--- src/rtl/calc_pkg.sv ---
// -----------------------------------------------------------------------------
// calc_pkg
// Shared definitions for the calculator display path: datapath sizes, the
// binary-to-BCD converter state encoding and the packed BCD result type.
// No ports (package).
// -----------------------------------------------------------------------------
package calc_pkg;

  localparam int CALC_WIDTH  = 16;  // width of the result/operand register
  localparam int CALC_DIGITS = 5;   // decimal digits needed for 16 bits
  localparam int CALC_CNT_W  = 5;   // bit counter width, must hold CALC_WIDTH

  typedef enum logic [1:0] {
    IDLE  = 2'd0,
    SHIFT = 2'd1,
    DONE  = 2'd2
  } bcd_state_e;

  // Packed BCD: [3:0] units ... [19:16] ten-thousands.
  typedef logic [4*CALC_DIGITS-1:0] bcd_t;

endpackage : calc_pkg

--- src/rtl/bcd_digit_adj.sv ---
// -----------------------------------------------------------------------------
// bcd_digit_adj
// Double-dabble correction for one BCD nibble: adds 3 when the nibble is 5 or
// more, so that the following left shift carries correctly into the next
// decimal digit. Purely combinational.
//
// Ports:
//   digit_i  in  4  BCD nibble before correction
//   digit_o  out 4  corrected nibble (4-bit result, no carry out)
// -----------------------------------------------------------------------------
module bcd_digit_adj (
  input  logic [3:0] digit_i,
  output logic [3:0] digit_o
);

  // NOTE: always_comb assigns digit_o on every path, so no latch is inferred.
  always_comb begin
    if (digit_i >= 4'd5) begin
      digit_o = digit_i + 4'd3;
    end else begin
      digit_o = digit_i;
    end
  end

endmodule : bcd_digit_adj

--- src/rtl/bin2bcd_seq16.sv ---
// -----------------------------------------------------------------------------
// bin2bcd_seq16
// Sequential binary-to-BCD converter (double dabble, one bit per clock) that
// sits between the calculator result register and the 7-segment driver.
// A conversion is accepted from IDLE on start, runs WIDTH SHIFT cycles and
// then spends one DONE cycle pulsing done while bcd_out presents the result.
//
// Build option: BIN2BCD_SIGNED_EN
//   defined   -> bin_in is two's complement; |bin_in| is converted and neg_out
//                reports the sign, updated together with bcd_out.
//   undefined -> bin_in is unsigned and neg_out is tied to 0.
//
// Ports:
//   clock    in  1         system clock, rising edge
//   reset    in  1         synchronous, active-high reset
//   start    in  1         conversion request, sampled only in IDLE
//   bin_in   in  WIDTH     binary value, captured on the accepted start edge
//   busy     out 1         high whenever not IDLE
//   done     out 1         one-cycle pulse, bcd_out newly valid
//   bcd_out  out 4*DIGITS  last completed result, packed BCD
//   neg_out  out 1         sign of the last completed result
// -----------------------------------------------------------------------------
module bin2bcd_seq16
  import calc_pkg::*;
#(
  parameter int WIDTH  = CALC_WIDTH,
  parameter int DIGITS = CALC_DIGITS,
  parameter int CNT_W  = CALC_CNT_W
) (
  input  logic                  clock,
  input  logic                  reset,
  input  logic                  start,
  input  logic [WIDTH-1:0]      bin_in,
  output logic                  busy,
  output logic                  done,
  output logic [4*DIGITS-1:0]   bcd_out,
  output logic                  neg_out
);

  bcd_state_e            state_q;
  logic [WIDTH-1:0]      shift_q, shift_d;
  logic [4*DIGITS-1:0]   scratch_q, scratch_d, scratch_adj;
  logic [CNT_W-1:0]      cnt_q;
  logic                  busy_q, done_q;
  logic [4*DIGITS-1:0]   bcd_q;
  logic [WIDTH-1:0]      load_val;

  // Correct every nibble in parallel before the shift.
  for (genvar g = 0; g < DIGITS; g++) begin : g_adj
    bcd_digit_adj u_adj (
      .digit_i (scratch_q[4*g +: 4]),
      .digit_o (scratch_adj[4*g +: 4])
    );
  end

  always_comb begin
    {scratch_d, shift_d} = {scratch_adj, shift_q} << 1;
  end

`ifdef BIN2BCD_SIGNED_EN
  logic neg_pend_q;   // sign captured at start, published at DONE
  logic neg_q;

  // Magnitude of a two's-complement value; the most negative input maps to
  // 2**(WIDTH-1), which still fits as an unsigned WIDTH-bit number.
  always_comb begin
    if (bin_in[WIDTH-1]) begin
      load_val = WIDTH'(~bin_in + 1'b1);
    end else begin
      load_val = bin_in;
    end
  end

  always_ff @(posedge clock) begin
    if (reset) begin
      neg_pend_q <= 1'b0;
      neg_q      <= 1'b0;
    end else if (state_q == IDLE && start) begin
      neg_pend_q <= bin_in[WIDTH-1];
    end else if (state_q == SHIFT && cnt_q == CNT_W'(1)) begin
      neg_q      <= neg_pend_q;
    end
  end

  assign neg_out = neg_q;
`else
  assign load_val = bin_in;
  assign neg_out  = 1'b0;
`endif

  // NOTE: sequential state uses non-blocking assignments only, so every
  // register here samples the pre-edge value of every other register.
  always_ff @(posedge clock) begin
    if (reset) begin
      // NOTE: scratch/shift/counter are reset as well so an aborted
      // conversion leaves no stale partial result behind.
      state_q   <= IDLE;
      shift_q   <= '0;
      scratch_q <= '0;
      cnt_q     <= '0;
      busy_q    <= 1'b0;
      done_q    <= 1'b0;
      bcd_q     <= '0;
    end else begin
      case (state_q)
        IDLE: begin
          done_q <= 1'b0;
          if (start) begin
            shift_q   <= load_val;
            scratch_q <= '0;
            cnt_q     <= CNT_W'(WIDTH);
            busy_q    <= 1'b1;
            state_q   <= SHIFT;
          end
        end

        SHIFT: begin
          scratch_q <= scratch_d;
          shift_q   <= shift_d;
          cnt_q     <= cnt_q - 1'b1;
          // Last bit is shifted in on this edge: publish the post-shift value.
          if (cnt_q == CNT_W'(1)) begin
            bcd_q   <= scratch_d;
            done_q  <= 1'b1;
            state_q <= DONE;
          end
        end

        DONE: begin
          done_q  <= 1'b0;
          busy_q  <= 1'b0;
          state_q <= IDLE;
        end

        default: begin
          done_q  <= 1'b0;
          busy_q  <= 1'b0;
          state_q <= IDLE;
        end
      endcase
    end
  end

  assign busy    = busy_q;
  assign done    = done_q;
  assign bcd_out = bcd_q;

endmodule : bin2bcd_seq16

--- config.mk ---
export PLATFORM = sky130hd
export DESIGN_NAME = bin2bcd_seq16
export DESIGN_NICKNAME = d
export VERILOG_FILES = /design/src/rtl/calc_pkg.sv /design/src/rtl/bcd_digit_adj.sv /design/src/rtl/bin2bcd_seq16.sv
export SDC_FILE = /design/constraint.sdc
export NUM_CORES = 1
export LEC_CHECK = 0
export BUFFER_PORTS_ARGS = -buffer_cell sky130_fd_sc_hd__clkbuf_2
export CORE_MARGIN = 2
export CORE_UTILIZATION = 40
export CTS_BUF_LIST = sky130_fd_sc_hd__clkbuf_8
export DETAILED_ROUTE_END_ITERATION = 10
export SLEW_MARGIN = 5
export SYNTH_ARGS = -nofsm -noshare
export SYNTH_HDL_FRONTEND = slang
export SYNTH_HIERARCHICAL = 1
export SYNTH_SLANG_ARGS = --single-unit
--- constraint.sdc ---
create_clock -name clock -period 2.5 [get_ports clock]
set_clock_uncertainty 0.2 [all_clocks]
set_input_delay 0.375 -clock clock [delete_from_list [all_inputs] [get_ports clock]]
set_output_delay 0.375 -clock clock [all_outputs]
set_load 0.02 [all_outputs]
# ---- After elaboration in Yosys (flattened, before gate mapping)
# Cells that the tools add are included.
dict set report op_classes {
  muxes 16
  n_reduce_logical 7
  add_sub_neg 6
  n_bitwise 1
  magnitude_cmp 5
  n_eq_ne 4
}
# cell count
set op_table {}
lappend op_table {{case mux 20 bit (2 select lines)} 1}
lappend op_table {{case mux 16 bit (2 select lines)} 1}
lappend op_table {{greater-or-equal comparator 4 x 3 -> 1 bit (second input constant)} 5}
lappend op_table {{2-to-1 mux 20 bit} 1}
lappend op_table {{adder 4 x 2 -> 4 bit (second input constant)} 4}
lappend op_table {{2-to-1 mux 16 bit} 1}
lappend op_table {{2-to-1 mux 4 bit} 4}
lappend op_table {{case mux 5 bit (2 select lines)} 1}
lappend op_table {{AND reduction 2 bit} 4}
lappend op_table {{== test 5 x 1 -> 1 bit (second input constant)} 1}
lappend op_table {{2-to-1 mux 5 bit} 1}
lappend op_table {{subtractor 5 x 1 -> 5 bit (second input constant)} 1}
lappend op_table {{2-to-1 mux 2 bit} 2}
lappend op_table {{!= test 2 bit (second input constant)} 2}
lappend op_table {{case mux 2 bit (2 select lines)} 1}
lappend op_table {{adder 3 x 2 -> 3 bit (second input constant)} 1}
lappend op_table {{2-to-1 mux 3 bit} 1}
lappend op_table {{== test 2 x 1 -> 1 bit (second input constant)} 1}
lappend op_table {{logical NOT 2 bit} 1}
lappend op_table {{case mux 1 bit (2 select lines)} 1}
lappend op_table {{nonzero test 2 bit} 1}
lappend op_table {{OR reduction 2 bit} 1}
lappend op_table {{2-to-1 mux 1 bit} 1}
lappend op_table {{inverter 1 bit} 1}
dict set report word_totals {
  wordCells 46
  regBits 65
  output_inout_bits 23
}

# ---- Depth between registers and ports, before layout
dict set report logic_depth {
  depth_word 3
  ltp_mapped 8
}

# ---- Modules after synthesis
# The synthesis kept the hierarchy.
# mod area_per_inst_um2 n_inst cells_per_inst
set by_module_without_submodules {}
lappend by_module_without_submodules {bin2bcd_seq16 2566.2 1 281}
lappend by_module_without_submodules {bcd_digit_adj 101.3 5 16}

# ---- Least setup slack after synthesis
# Ideal clock, no wire load.
dict set report synth_timing {
  path_type {register -> register}
  start {register scratch_q[13]}
  end {register bcd_q[14] (netlist: bcd_out[14])}
  stages_incl_launch_ff 9
  setup_ps 70
  synth_period_minus_slack_ps 1877
  required_time_ps 2230
  n_path_buf 0
  setup_slack_ps 623
  arrival_time_ps 1606
  path_cell_list {dfxtp_1 > inv_1 > ha_1 > nand2b_1 > a21oi_2 > mux2i_1 > inv_1 > or3_1 > a21oi_1}
}
dict set report synth_via {
  elab_chain_len 2
  elab_cells_between_ends 3
}
# element line_no
set synth_lines {}
lappend synth_lines {{start: declaration} bin2bcd_seq16.sv:42} ;# logic [4*DIGITS-1:0] scratch_q, scratch_d, scratch_adj;
lappend synth_lines {{start signal: assignment} bin2bcd_seq16.sv:118} ;# scratch_q <= scratch_d;
lappend synth_lines {{adder 4 x 2 -> 4 bit or greater-or-equal comparator 4 x 3 -> 1 bit (tied branches)} {bcd_digit_adj.sv:19, bcd_digit_adj.sv:18}}
lappend synth_lines {{2-to-1 mux 4 bit (*)} bcd_digit_adj.sv:18} ;# if (digit_i >= 4'd5) begin
lappend synth_lines {{via scratch_adj[13]} bin2bcd_seq16.sv:42}
lappend synth_lines {{end signal: assignment} bin2bcd_seq16.sv:123} ;# bcd_q <= scratch_d;
lappend synth_lines {{end: declaration} bin2bcd_seq16.sv:45} ;# logic [4*DIGITS-1:0] bcd_q;
# The timed path passes the listed nets; every way through them passes the cells marked *.
# A chain may end at the register's enable or synchronous reset.

# ---- Worst setup path in the final report
dict set report layout_timing {
  start {register state_q[1]}
  end {register scratch_q[10]}
}
dict set report layout_via {
  elab_chain_len 3
  elab_cells_between_ends 6
}
# element line_no
set layout_lines {}
lappend layout_lines {{start: declaration} bin2bcd_seq16.sv:40} ;# bcd_state_e state_q;
lappend layout_lines {{start signal: assignment} bin2bcd_seq16.sv:97} ;# state_q <= IDLE;
lappend layout_lines {{start signal: assignment} bin2bcd_seq16.sv:113} ;# state_q <= SHIFT;
lappend layout_lines {{start signal: assignment} bin2bcd_seq16.sv:125} ;# state_q <= DONE;
lappend layout_lines {{== test 2 x 1 -> 1 bit or logical NOT 2 bit (tied branches)} bin2bcd_seq16.sv:105} ;# case (state_q)
lappend layout_lines {{nonzero test 2 bit (no line) or != test 2 bit (tied branches)} n/a}
lappend layout_lines {{AND reduction 2 bit (no line)} n/a}
# Parallel ways exist; a longest one is shown, timed or not.

==> metrics.csv <==
metric,value,unit
status,"complete, no violations",
period utilization,83.5,%
H-tree depth,3,
Critical Path Source Type,flop,
Mapped Avg Cell Area,8.55,µm²
CP Max Fanout,15,
Max VDD drop,0.320,mV
RSZ-0062 raised after global routing,no,
hold_ws,37.6,ps
DR WL/cell,12.8,µm
Iter 0 DRT Violations,96,
drt total wl,6.38,mm
Reg-to-Reg Start,state_q[1]$_SDFFE_PP0P_,
Final min period,2090,ps
Detailed Place HPWL,4.14,mm
fin nets,424,
Core ar.,7330,µm²
Placed Instances,481,
Mapped Nets,388,
post-route DRC violation count,0,
Layout Cells excl Fill,497,
Worst R2R Path Depth,4,
pwr dens,679,nW/µm²
gpl congestion,0.721,
Hold Crit Depth,2,
number of synthesis warnings,6,
initial antenna violation count,0,
Rel. slew slack,39.3,%
die width,91.4,µm
RR Endpoint,scratch_q[10]$_SDFFE_PP0P_,
Hold Crit Class,in2reg,
max layer used,met4,
crit end category,flop,
Antenna Nets Post-Route,0,
CTS tree,done,
First-pass DRT Iterations,4,
critical path class,reg2reg,
Clock Pin Slew Worst Setup and Hold Paths,70,ps
met2 wire len,2.84,mm
Worst Max-Slew Pin Slew,907,ps
FP Rows,31,
Inserted Diodes,0,
Avg Vias per Cell,5.06,
Syn Inst Count,357,
clk root buf,clkbuf_8,
clk sinks,65,
largest net degree at the start of global routing,45,
vias in the first global route,2315,
mapped cell area,3050,µm²
leakage,1.42,nW
final setup TNS,0,ps
gr ovfl total,0,
via count,2514,
IO Port Bufs,40,
worst path required time,2590,ps
final max-slew violation count,0,
WP data arrival,2180,ps
full die area,8350,µm²
Initial Util,41.6,%
Final setup viols,0,
met1 wire length,3.18,mm
wire length on met3,282,µm
gr usage total,16.3,%
hold path endpoint,shift_q[0]$_SDFFE_PP0P_,
die height,91.4,µm
IO Pins,42,
fmax,479,MHz
R2R setup slack,410,ps
Util after Layout,48.5,%
filler instances,736,
clk_lat worst skew,340,ps
area delta synth->final,16.4,%
post-CTS sizing,0,
hold_sp,bin_in[0],
Fin. Hold Viols,0,
first-pass GRT wire length,10.9,mm
# Max-Cap Violations,0,
clock buffer count from CTS,9,
share of layout cells above drive strength 1,18.3,%
CTS max path bufs,2,
"Hold-fix buffers, CTS",0,
post-CTS setup buffer count,0,
-- layout make-up --
| type | instances | area (µm²) | share of cell area (%) |
|---|---|---|---|
| multi-input cells | 234 | 1510 | 42.4 |
| well taps | 99 | 124 | 3.48 |
| flip-flops and latches | 65 | 1300 | 36.6 |
| inverters | 35 | 131 | 3.70 |
| clock buffers | 11 | 151 | 4.26 |
| clock inverters | 5 | 77.6 | 2.18 |
| repair buffers | 48 | 260 | 7.32 |
-- worst max-delay path by stage --
stage	start	to	slack (ps)	cells after the start
2_1_floorplan	scratch_q[13]$_SDFFE_PP0P_	bcd_out[14]$_SDFFE_PP0P_	620	8
3_3_place_gp	start	scratch_q[9]$_SDFFE_PP0P_	400	5
3_5_place_dp	start	scratch_q[10]$_SDFFE_PP0P_	360	5
4_1_cts	state_q[1]$_SDFFE_PP0P_	scratch_q[10]$_SDFFE_PP0P_	400	4
5_1_grt	state_q[1]$_SDFFE_PP0P_	scratch_q[15]$_SDFFE_PP0P_	200	4
6_report	state_q[1]$_SDFFE_PP0P_	scratch_q[10]$_SDFFE_PP0P_	410	4
-- metal layers --
layer / vias to the layer above / track usage [%]
met3: 8 / 4.07
met5: - / 0
met2: 47 / 25.1
met1: 1149 / 21.7
li1: 1310 / -
met4: 0 / 6.82
-- worst max-delay path: stages, from the launching register on --
cell     delay, ps
dfxtp_1        440
o21ba_2        200
nor2_1         690
buf_4          350
a22o_1         150
-- metrics by stage --
step	setup slack, ps	power [W]	cell area, µm²
after floorplan	623	0.00134	3050
after global placement	401	0.00142	3330
after detailed placement	356	0.00142	3330
after CTS	395	0.00245	3550
after global routing	202	0.00253	3550
final	412	0.00241	3550
-- cell usage in the layout, fill, tap and decap left out, types with 4 or more instances in the layout --
cell       count
inv_1         34
o21ai_0       25
xnor2_1        5
o2bb2ai_1     10
a21oi_2        5
clkbuf_2      40
dfxtp_1       65
a211oi_1      11
ha_1          12
or3_1         22
nor2_1        31
nand2_1       24
a221o_1        4
and2_1         4
a21oi_1       23
o21ai_1        4
mux2i_1        5
a22o_1        22
buf_4          8
nand2b_1      12
clkbuf_8      11
-- sequential cells by signal, summed over array words and instances (netlist names) --
signal and cells:
shift_q 16, state_q 2, busy 1, done 1, bcd_out 20, scratch_q 20, cnt_q 5
-- power by group --
| part | internal (W) | total [W] | switching [W] |
|---|---|---|---|
| logic | 0.000103 | 0.000274 | 0.000171 |
| registers | 0.00108 | 0.00112 | 0.0000353 |
| clock network | 0.000612 | 0.00102 | 0.000408 |
Power figures use the tool's default switching activity.
